### src/rtl/core8_cpu_oci_dct_packer.sv
// Packs 2-bit DCT trace atoms into 15-atom packets for the OCI trace sink; optional drop counter via CORE8_DCT_DROP_COUNT_EN.
// Latency: packet presented 1 cycle after the transfer condition (full, pending flush, or draining).
// Backpressure: out_valid/out_ready holds the packet; atoms arriving to a full, blocked accumulator are dropped and flagged.
module core8_cpu_oci_dct_packer #(
    parameter int ATOM_W    = 2,
    parameter int MAX_ATOMS = 15
) (
    input  logic                          clk,
    input  logic                          reset,
    input  logic                          atom_valid,
    input  logic [ATOM_W-1:0]             atom_data,
    input  logic                          flush,
    input  logic                          test_end_req,
    input  logic                          out_ready,
    output logic                          out_valid,
    output logic [ATOM_W*MAX_ATOMS-1:0]   dct_buffer,
    output logic [3:0]                    dct_count,
    output logic                          drop_flag,
    output logic                          test_ending,
`ifdef CORE8_DCT_DROP_COUNT_EN
    output logic [15:0]                   drop_count,
`endif
    output logic                          test_has_ended
);

    localparam int BUF_W = ATOM_W * MAX_ATOMS;

    typedef enum logic [1:0] {
        ST_RUN   = 2'd0,
        ST_DRAIN = 2'd1,
        ST_ENDED = 2'd2
    } state_t;

    state_t             state;
    logic [BUF_W-1:0]   acc;
    logic [3:0]         acc_cnt;
    logic               flush_pending;

    logic               slot_free;
    logic               acc_full;
    logic               xfer;
    logic               atom_take;
    logic               atom_drop;
    logic [BUF_W-1:0]   base_acc;
    logic [3:0]         base_cnt;
    logic [BUF_W-1:0]   acc_nx;
    logic [3:0]         cnt_nx;
    logic               flush_nx;
    logic               drain_done;
`ifdef CORE8_DCT_DROP_COUNT_EN
    logic [15:0]        drop_count_nx;
`endif

    always_comb begin
        slot_free  = !out_valid || out_ready;
        acc_full   = (acc_cnt == 4'(MAX_ATOMS));
        xfer       = slot_free &&
                     (acc_full || ((flush_pending || state == ST_DRAIN) && acc_cnt != 4'd0));
        atom_take  = atom_valid && (state != ST_ENDED);
        atom_drop  = atom_take && acc_full && !xfer;
        drain_done = (acc_cnt == 4'd0) && !atom_valid && !out_valid;

        // A transfer empties the accumulator first, so a same-cycle atom lands in slot 0.
        base_acc = xfer ? '0 : acc;
        base_cnt = xfer ? 4'd0 : acc_cnt;
        acc_nx   = base_acc;
        cnt_nx   = base_cnt;
        if (atom_take && !atom_drop) begin
            for (int i = 0; i < MAX_ATOMS; i++) begin
                if (base_cnt == 4'(i)) begin
                    acc_nx[i*ATOM_W +: ATOM_W] = atom_data;
                end
            end
            cnt_nx = 4'(base_cnt + 4'd1);
        end

        // Pending flush survives only while something is left to send.
        flush_nx = (flush_pending || (flush && state != ST_ENDED)) && !xfer && (cnt_nx != 4'd0);

`ifdef CORE8_DCT_DROP_COUNT_EN
        drop_count_nx = drop_count;
        if (atom_drop && drop_count != 16'hFFFF) begin
            drop_count_nx = drop_count + 16'd1;
        end
`endif
    end

    always_ff @(posedge clk) begin
        if (reset) begin
            state          <= ST_RUN;
            acc            <= '0;
            acc_cnt        <= 4'd0;
            flush_pending  <= 1'b0;
            out_valid      <= 1'b0;
            dct_buffer     <= '0;
            dct_count      <= 4'd0;
            drop_flag      <= 1'b0;
            test_ending    <= 1'b0;
            test_has_ended <= 1'b0;
`ifdef CORE8_DCT_DROP_COUNT_EN
            drop_count     <= 16'd0;
`endif
        end else begin
            acc           <= acc_nx;
            acc_cnt       <= cnt_nx;
            flush_pending <= flush_nx;

            if (xfer) begin
                dct_buffer <= acc;
                dct_count  <= acc_cnt;
                out_valid  <= 1'b1;
            end else if (slot_free) begin
                out_valid  <= 1'b0;
            end

`ifdef CORE8_DCT_DROP_COUNT_EN
            drop_count <= drop_count_nx;
            drop_flag  <= (drop_count_nx != 16'd0);
`else
            drop_flag  <= drop_flag || atom_drop;
`endif

            case (state)
                ST_RUN: begin
                    if (test_end_req) begin
                        state       <= ST_DRAIN;
                        test_ending <= 1'b1;
                    end
                end
                ST_DRAIN: begin
                    if (drain_done) begin
                        state          <= ST_ENDED;
                        test_ending    <= 1'b0;
                        test_has_ended <= 1'b1;
                    end
                end
                ST_ENDED: begin
                    state <= ST_ENDED;
                end
                default: begin
                    state <= ST_RUN;
                end
            endcase
        end
    end

endmodule

### config.mk
export PLATFORM = sky130hd
export DESIGN_NAME = core8_cpu_oci_dct_packer
export DESIGN_NICKNAME = d
export VERILOG_FILES = /design/src/rtl/core8_cpu_oci_dct_packer.sv
export SDC_FILE = /design/constraint.sdc
export NUM_CORES = 1
export LEC_CHECK = 0
export CELL_PAD_IN_SITES_DETAIL_PLACEMENT = 0
export CELL_PAD_IN_SITES_GLOBAL_PLACEMENT = 2
export CORE_MARGIN = 3
export CORE_UTILIZATION = 35
export DETAILED_ROUTE_END_ITERATION = 7
export PLACE_DENSITY = 0.91
export SLEW_MARGIN = 20
export SYNTH_ARGS = -nofsm -noshare
export SYNTH_HDL_FRONTEND = slang
export SYNTH_SLANG_ARGS = --single-unit
### constraint.sdc
create_clock -name clk -period 5.2 [get_ports clk]
set_input_delay 1.04 -clock clk [delete_from_list [all_inputs] [get_ports clk]]
set_output_delay 1.04 -clock clk [all_outputs]
set_load 0.02 [all_outputs]
==> results.py, run 1 <==
metrics = {
    "status": {
        "status": "finished clean",
    },
    "cts": {
        "hold_buffers": 0,
        "cts_tree": "yes",
        "cts_max_path_buffers": 2,
        "clock_latency_ns": 0.35,
        "cts.sinks": 75,
        "cts.repair.resized": 0,
        "cts-buffers-inserted": 9,
        "cts_max_level": 3,
        "clk_pin_slew_worst_paths_ns": 0.08,
        "postCtsSetupRepairBufs": 0,
        "cts_root_buf": "clkbuf_8",
    },
    "synth": {
        "flops_latches_synth": 75,
        "syn-cell-area_mm2": 0.00319,
        "syn_nets": 393,
        "syn_area_per_cell_um2": 8.41,
        "synthesis_warnings": 0,
        "postSynthCellCount": 380,
        "yosys.cell_types.count": 47,
        "async_flop_share": 0,
        "sequential_share_of_the_synthesized_area": 0.470,
        "synth_edf_count": 0,
        "yosys_most_used_dff": "dfxtp_1",
    },
    "die": {
        "placementRows": 34,
        "initial_utilization": 0.363,
        "chipWidth_um": 102,
        "dieHeight_um": 102,
        "core_area_mm2": 0.00881,
        "fp.dieArea_mm2": 0.0103,
        "num_io_pins": 46,
    },
    "finish": {
        "finalCoreUtilization": 0.439,
        "insertedDiodeCount": 0,
        "layout-area-overhead-vs-synth_pct": 21.2,
        "drive_gt1_frac": 0.0625,
        "finish.instance_area_mm2": 0.00387,
        "fin_nets": 424,
    },
    "routing": {
        "ant_nets_after_route": 0,
        "via_count": 2733,
        "wire_per_inst_um": 14.6,
        "drt_iter0_drcs": 137,
        "post_drt_via_cell_ratio": 5.22,
        "detail_route.drc_violations": 0,
        "route.final.wire_length_mm": 7.67,
        "firstDrtPassIters": 5,
    },
    "placement": {
        "gpl.final_weighted_congestion": 0.828,
        "hpwl_mm": 5.12,
        "dp_slack_ns": 1.63,
        "place.port_buffers": 45,
        "placement.cell_area_mm2": 0.00364,
    },
    "pwr": {
        "max-vdd-ir-drop_mv": 0.113,
        "power-per-cell-area_mw_per_mm2": 335,
        "power.static_leakage_nw": 1.32,
    },
    "timing": {
        "fin_worst_hold_slack_ns": 0.449,
        "setup_viol_count_final": 0,
        "tightestPinTransition_ns": 0.743,
        "period_share": 0.622,
        "timing.setup.tns_ns": 0,
        "grt_setup_unrepaired": "no",
        "finalClockSkew_ns": 0.0103,
        "max_freq_mhz": 309,
        "post-route-min-period_ns": 3.23,
        "slew-limit-headroom": 0.500,
        "hold_viol_final": 0,
        "layout_setup_ws_ns": 1.97,
        "report.final.slew_viol_count": 0,
    },
    "grt": {
        "grt_remaining_overflow": 0,
        "grt_pass1_wl_mm": 13.1,
        "maximum_number_of_pins_on_one_net_before_global_route_repair": 49,
        "first_global_vias": 2716,
        "globalRouteTotalUtil": 0.159,
        "grt_antenna_before_repair": 0,
    },
    "worst_setup_path": {
        "startpoint_of_the_worst_setup_timing_path": "out_ready",
        "worst_setup_path_start_kind": "input port",
        "criticalPathCategory": "in2reg",
        "cp.required_ns": 5.42,
        "setup.worst_path.end_class": "flop",
        "cp_data_arrival_time_ns": 3.46,
        "rr_startpoint": "state[1]",
        "worstPathMaxFanout": 16,
    },
    "job": {
        "maxCapViolCount": 0,
    },
    "hold_path": {
        "hold_path_startpoint": "acc[2]",
        "timing.hold.worst.class": "reg2reg",
    },
}
-- power by group --
group / internal (mW) / switching [mW]
Sequential: 0.588 / 0.0212
Combinational: 0.0611 / 0.114
Clock: 0.285 / 0.228
Total: 0.935 / 0.363
-- synth_stat cells, types with 2 or more instances --
cell type | count | area, um^2
nor3_2 | 2 | 20.0
a21oi_1 | 53 | 265
buf_2 | 6 | 30.0
a32o_1 | 4 | 40.0
nor2_1 | 35 | 131
and2_1 | 2 | 12.5
o21ai_0 | 15 | 75.1
a311oi_1 | 2 | 17.5
a32oi_1 | 2 | 17.5
nor3_1 | 3 | 15.0
ha_1 | 5 | 62.6
buf_6 | 6 | 67.6
nor2b_1 | 3 | 18.8
nand2b_1 | 5 | 31.3
o41ai_1 | 2 | 17.5
inv_1 | 10 | 37.5
mux2i_1 | 14 | 140
dfxtp_1 | 75 | 1500
nand3b_1 | 3 | 22.5
clkbuf_1 | 14 | 52.6
o21a_1 | 2 | 15.0
buf_1 | 2 | 7.51
or4_1 | 2 | 15.0
o2111ai_1 | 3 | 26.3
nor4_1 | 2 | 12.5
nand3_1 | 4 | 20.0
or2_2 | 2 | 12.5
and4b_1 | 3 | 30.0
nand2_1 | 79 | 297
nand4_1 | 3 | 18.8
-- state kept, by name, indices dropped and copies added (netlist names), 2 cells and up --
signal / cells
dct_buffer: 30
state: 2
acc: 30
dct_count: 4
acc_cnt: 4
-- cell families after synthesis --
kind of cell    synth area share
compound gates             0.192
fa+ha+maj                 0.0196
buf+inv                   0.0611
flops                      0.470
mux                       0.0439
simple gates               0.213
-- placed cells by master, fill, tap and decap left out, types with 2 or more instances in the layout --
cell | synthesis | final
a21oi_1 | 53 | 53
a311oi_1 | 2 | 2
a32o_1 | 4 | 4
a32oi_1 | 2 | 2
and2_1 | 2 | 2
and4b_1 | 3 | 3
buf_4 | 0 | 3
bufinv_16 | 0 | 2
clkbuf_8 | 0 | 10
clkdlybuf4s50_1 | 0 | 45
clkinvlp_4 | 0 | 2
dfxtp_1 | 75 | 75
ha_1 | 5 | 5
inv_1 | 10 | 10
mux2i_1 | 14 | 14
nand2_1 | 79 | 79
nand2b_1 | 5 | 5
nand3_1 | 4 | 4
nand3b_1 | 3 | 3
nand4_1 | 3 | 3
nor2_1 | 35 | 35
nor2b_1 | 3 | 3
nor3_1 | 3 | 3
nor3_2 | 2 | 2
nor4_1 | 2 | 2
o2111ai_1 | 3 | 3
o21a_1 | 2 | 2
o21ai_0 | 15 | 15
o41ai_1 | 2 | 2
or2_2 | 2 | 2
or4_1 | 2 | 2
-- cell type report --
class / count / area, um^2
multi-input combinational: 267 / 1500
timing repair buffer: 48 / 473
fill: 895 / 4940
sequential: 75 / 1500
tap: 108 / 135
clock inverter: 5 / 83.8
clock buffer: 11 / 141
inverter: 10 / 37.5
-- worst max-delay path: stages --
cell and delay, ns:
clkdlybuf4s50_1 0.44, nand2b_1 0.32, o31ai_4 0.25, nand2_1 0.16, inv_1 0.11, ha_1 0.16, nand3b_1 0.24, nor3_1 0.43
mux2i_1 0.24, nor2_1 0.05
-- per-layer routing --
| metal | wire length (um) | track usage | vias to the layer above |
|---|---|---|---|
| li1 | - | - | 1376 |
| met1 | 3710 | 0.215 | 1292 |
| met2 | 3470 | 0.252 | 57 |
| met3 | 396 | 0.0372 | 8 |
| met4 | 96 | 0.0532 | 0 |
| met5 | 0 | 0 | - |
-- per-stage QoR --
step                      instances  power [mW]
after floorplan                 380       0.758
after global placement          508       0.799
after detailed placement        508       0.799
after CTS                       524        1.31
after global routing            524        1.36
final                           524        1.30
-- worst paths after layout --
| check | depth (start not counted) | to | slack [ns] |
|---|---|---|---|
| hold reg to reg | 2 | dct_buffer[2] | 0.45 |
| setup reg to reg | 11 | acc[29] | 2.08 |
| setup / recovery | 10 | acc[29] | 1.97 |
| hold / removal | 2 | dct_buffer[2] | 0.45 |
Note: power is estimated with default switching activity, not from simulation.
==> run 2: changes to the inputs <==
--- a/config.mk
+++ b/config.mk
@@ -8,9 +8,9 @@
 export CELL_PAD_IN_SITES_DETAIL_PLACEMENT = 0
 export CELL_PAD_IN_SITES_GLOBAL_PLACEMENT = 2
 export CORE_MARGIN = 3
-export CORE_UTILIZATION = 35
+export CORE_UTILIZATION = 29
 export DETAILED_ROUTE_END_ITERATION = 7
-export PLACE_DENSITY = 0.91
+export PLACE_DENSITY = 0.81
 export SLEW_MARGIN = 20
 export SYNTH_ARGS = -nofsm -noshare
 export SYNTH_HDL_FRONTEND = slang
==> constraint.sdc (replaced) <==
create_clock -name clk -period 2.7 [get_ports clk]
set_input_delay 0.54 -clock clk [delete_from_list [all_inputs] [get_ports clk]]
set_output_delay 0.54 -clock clk [all_outputs]
set_load 0.02 [all_outputs]
==> run 2 against run 1 <==
  * Count of clock-buffer cells in the layout shrank 2
  * Via count up 2.2%
  * Non-clock buffer count up 18
  * Highest routed layer unchanged
  * Die area grew 19%
  * Clock power grew 67%
  * Final cell count up 8.6%
  * Design area up 3.8%
  * Global-route usage decreased by 2.1 points
  * Worst hold slack worse by 0.0025 ns
  * Worst setup slack got worse by 1.7 ns
  * Core utilization shrank 5.7 points
  * Largest cell class unchanged
  * Power up 86%
==> results.py, run 2 (synthesized netlist as in run 1, its figures left out) <==
metrics = {
    "worst_setup_path": {
        "criticalPathCategory": "reg2reg",
        "worst_r2r_path_depth": 10,
        "setup.worst_path.end_class": "flop",
        "cp.required_ns": 2.96,
        "worstPathMaxFanout": 4,
        "startpoint_of_the_worst_setup_timing_path": "state[1]",
        "timing.reg2reg.setup_slack_ns": 0.25,
        "rr_startpoint": "state[1]",
        "worst_setup_path_endpoint": "flush_pending",
        "cp_data_arrival_time_ns": 2.71,
        "worst_setup_path_start_kind": "flop",
        "worstReg2RegEnd": "flush_pending",
    },
    "cts": {
        "cts_root_buf": "clkbuf_8",
        "cts_max_level": 3,
        "cts_tree": "yes",
        "clock_latency_ns": 0.34,
        "hold_buffers": 0,
        "cts.sinks": 75,
        "cts.repair.resized": 0,
        "postCtsSetupRepairBufs": 0,
        "cts_max_path_buffers": 2,
        "cts-buffers-inserted": 9,
        "clk_pin_slew_worst_paths_ns": 0.08,
    },
    "routing": {
        "wire_per_inst_um": 14.4,
        "ant_nets_after_route": 0,
        "post_drt_via_cell_ratio": 4.91,
        "drt_iter0_drcs": 167,
        "firstDrtPassIters": 4,
        "detail_route.drc_violations": 0,
        "via_count": 2793,
        "route.final.wire_length_mm": 8.21,
    },
    "die": {
        "fp.dieArea_mm2": 0.0123,
        "num_io_pins": 46,
        "core_area_mm2": 0.0105,
        "initial_utilization": 0.304,
        "chipWidth_um": 111,
        "dieHeight_um": 111,
        "placementRows": 37,
    },
    "finish": {
        "insertedDiodeCount": 0,
        "drive_gt1_frac": 0.102,
        "fin_nets": 442,
        "layout-area-overhead-vs-synth_pct": 25.8,
        "layout_commonest_cell": "nand2_1",
        "layout.cells.most_common_list": "nand2_1 (79), dfxtp_1 (75), a21oi_1 (53)",
        "multi_input_area_mm2": 0.00150,
        "fillerInstances": 1123,
        "register_area_mm2": 0.00150,
        "largest_registers": "acc x30, dct_buffer x30",
        "finish.instance_area_mm2": 0.00402,
    },
    "timing": {
        "timing.setup.tns_ns": 0,
        "hold_viol_final": 0,
        "tightestPinTransition_ns": 0.701,
        "post-route-min-period_ns": 2.45,
        "grt_setup_unrepaired": "no",
        "setup_viol_count_final": 0,
        "finalClockSkew_ns": 0.00733,
        "report.final.slew_viol_count": 0,
        "period_share": 0.907,
        "max_freq_mhz": 408,
        "slew-limit-headroom": 0.531,
    },
    "grt": {
        "grt_pass1_wl_mm": 14.0,
        "grt_antenna_before_repair": 0,
        "maximum_number_of_pins_on_one_net_before_global_route_repair": 38,
        "first_global_vias": 2796,
        "grt_remaining_overflow": 0,
        "globalRouteTotalUtil": 0.138,
    },
    "pwr": {
        "power.static_leakage_nw": 1.40,
        "max-vdd-ir-drop_mv": 0.329,
        "power-per-cell-area_mw_per_mm2": 601,
    },
    "placement": {
        "hpwl_mm": 5.80,
        "place.port_buffers": 45,
        "gpl.final_weighted_congestion": 0.832,
        "placement.cell_area_mm2": 0.00383,
    },
    "status": {
        "status": "finished clean",
    },
    "job": {
        "maxCapViolCount": 0,
    },
    "hold_path": {
        "timing.hold.worst.class": "reg2reg",
    },
}
## run 2: how the worst min path moves through the flow
| stage | startpoint | end | slack (ns) | cells past startpoint |
|---|---|---|---|---|
| global route | acc[23] | dct_buffer[23] | 0.46 | 2 |
| floorplan | acc[10] | dct_buffer[10] | 0.43 | 2 |
| CTS | test_has_ended | test_has_ended | 0.45 | 2 |
| global placement | test_has_ended | test_has_ended | 0.44 | 2 |
| finish | test_has_ended | test_has_ended | 0.45 | 2 |
| detailed placement | test_has_ended | test_has_ended | 0.44 | 2 |
## run 2: critical path, cell delays in order, from the launching register on
cell	delay, ns
dfxtp_1	0.36
inv_1	0.07
ha_1	0.23
o21a_1	0.25
o31ai_4	0.29
nand2_1	0.12
ha_1	0.32
and4b_1	0.21
a32oi_1	0.19
nand3_1	0.10
a211oi_1	0.23
## run 2: final cells by class
| class | instances | area share |
|---|---|---|
| Sequential cell | 75 | 0.374 |
| Timing Repair Buffer | 66 | 0.154 |
| Inverter | 10 | 0.00934 |
| Clock buffer | 9 | 0.0308 |
| Tap cell | 136 | 0.0424 |
| Clock inverter | 6 | 0.0165 |
| Multi-Input combinational cell | 267 | 0.373 |
## run 2: routing by layer
layer	GRT usage	vias to the layer above	part of all wire
met2	0.232	57	0.48
met3	0.0366	5	0.043
li1	-	1406	-
met1	0.174	1325	0.47
met5	0	-	0
met4	0.0369	0	0.0074
## run 2: metrics by stage
stage                     hold slack (ns)  instances  total power [mW]  worst slack [ns]  utilization
after floorplan                     0.428        380              1.46            0.0726            -
after global placement              0.437        554              1.58             0.129        0.364
after detailed placement            0.438        554              1.59            0.0763        0.364
after CTS                           0.451        569              2.45             0.239        0.382
after global routing                0.463        569              2.54            0.0176        0.382
final                               0.446        569              2.42             0.250        0.382
## run 2: power by group
group          switching, mW  internal [mW]
Clock                  0.433          0.423
Combinational          0.249          0.151
Sequential            0.0258           1.13
==> variant, RTL diff (config.mk and constraints of run 2) <==
Add a define of `CORE8_DCT_DROP_COUNT_EN`.
--- a/src/rtl/core8_cpu_oci_dct_packer.sv
+++ b/src/rtl/core8_cpu_oci_dct_packer.sv
@@ -2,4 +2,6 @@
 // Latency: packet presented 1 cycle after the transfer condition (full, pending flush, or draining).
 // Backpressure: out_valid/out_ready holds the packet; atoms arriving to a full, blocked accumulator are dropped and flagged.
+`define CORE8_DCT_DROP_COUNT_EN
+
 module core8_cpu_oci_dct_packer #(
     parameter int ATOM_W    = 2,
Function (old outputs only; new: drop_count): kept (Yosys induction, for registers that start in step).
==> variant against run 2 <==
First-iteration DRC count up 4.8%; worst setup slack better by 3.4 ps; combinational power up 71%; largest power group unchanged; wire length up 27%; synthesized area up 28%; cell area up 30%; sequential cell count up 16; total power up 36%; critical path type unchanged; die area up 26%.
==> variant: results (changes against run 2) <==
[outcome]
outcome = finished clean

[power_and_ir_drop]
ir_drop_v = 0.000250  ; -24%

[layout]
drive_above_1_share = 0.0909  ; -0.0107
reg.largest.list = acc: 30 flops, dct_buffer: 30 flops, drop_count: 16 flops
buffer_area_frac = 0.154  ; -0.000881
seqCellArea_sq_mm = 0.00182  ; +21%
clk_share = 0.0502  ; +0.00290
fin_nets = 573  ; +30%
signal_buffers = 84  ; +27%
inverters = 11  ; +1
seq_cell_count = 91  ; +21%
multi_input_gates = 360  ; +35%
nFillCells = 1385  ; +23%
nClkBuffers = 13  ; +4
multiInputGateArea_sq_mm = 0.00208  ; +39%

[critical_path]
rr_worst_depth = 9  ; -1
cp_slowest_cell = a311o_1
r2r-end = acc[24]
critPathMaxStageDelay_ps = 390  ; +30 ps
path_max_fanout = 33  ; +29

[logic_synthesis]
synth_nets = 513  ; +31%
synth_compound_area_frac = 0.189  ; -0.00366
synth.distinct_cells = 52  ; +11%
synth_xor_area_frac = 0.0364  ; +0.0364
syn_inst = 497  ; +31%
synthMuxAreaShare = 0.0126  ; -0.0313
yosys-top-cells-count = nand2_1 (99), dfxtp_1 (91), a21oi_1 (75)
synth_seq_area_share = 0.446  ; -0.0241
synthTopCellsByArea = dfxtp_1 (45%), a21oi_1 (9.2%), nand2_1 (9.1%), nor2_1 (3.1%), o211ai_1 (2.6%)

[global_routing]
grt_pass1_vias = 3583  ; +28%
grtUsageMet1 = 0.178  ; +0.00307
grt_pass1_wl_mm = 17.7  ; +26%
grt.met2_usage = 0.222  ; -0.00947
grt_max_degree = 40  ; +5.3%

[drt]
viasPerCell = 4.98  ; +1.4%
drtIter0Drc = 175  ; +4.8%
wl_per_cell_um = 14.2  ; -1.7%
top_layer = met4
wl_mm = 10.5  ; +27%

[place]
placedCellCount = 722  ; +30%
place_ws_ps = 18.7  ; -57.5 ps
placed_cell_area_sq_mm = 0.00497  ; +30%
port_buffers = 61  ; +36%
place_congestion = 0.810  ; -2.7%
dp_hpwl_mm = 7.22  ; +25%

[floorplanning]
core_sq_mm = 0.0135  ; +29%

[timing]
worstMarginPinSlew_ps = 692  ; -9.55 ps
skew_ps = 10.2  ; +2.89 ps
holdWs_ps = 452  ; +5.92 ps

[worst_hold_path]
holdCritStartpoint = acc[0]
hold_end = dct_buffer[0]

[clock_network]
cts.clk_slew.worst_paths_ps = 60  ; -20 ps
clock-root-buffer = clkbuf_16

## variant: cell count changes in the layout (fill, tap and decap cells not counted), moves of 9 or more
cell	change
a21oi_1	+22
clkbuf_16	+9
clkdlybuf4s50_1	+15
dfxtp_1	+16
mux2i_1	-10
nand2_1	+20
nand4_1	+11
o211ai_1	+13
o21ai_0	-9
xor2_1	+9
## variant: power breakdown
part | total [uW] | switching [uW] | internal (uW)
Sequential | 1450 | 50.9 | 1400
Combinational | 684 | 422 | 262
Clock | 1150 | 508 | 644
Total | 3290 | 981 | 2310
## variant: worst max path at each step
| stage | from | endpoint | slack, ps | cells after the start |
|---|---|---|---|---|
| final | state[1] | acc[24] | 250 | 9 |
| after global routing | state[1] | acc[25] | 10 | 9 |
| after CTS | state[1] | acc[24] | 230 | 9 |
| after detailed placement | atom_valid | drop_flag | 20 | 7 |
| after global placement | atom_valid | drop_flag | 80 | 7 |
| after floorplan | state[1] | acc[14] | 300 | 12 |
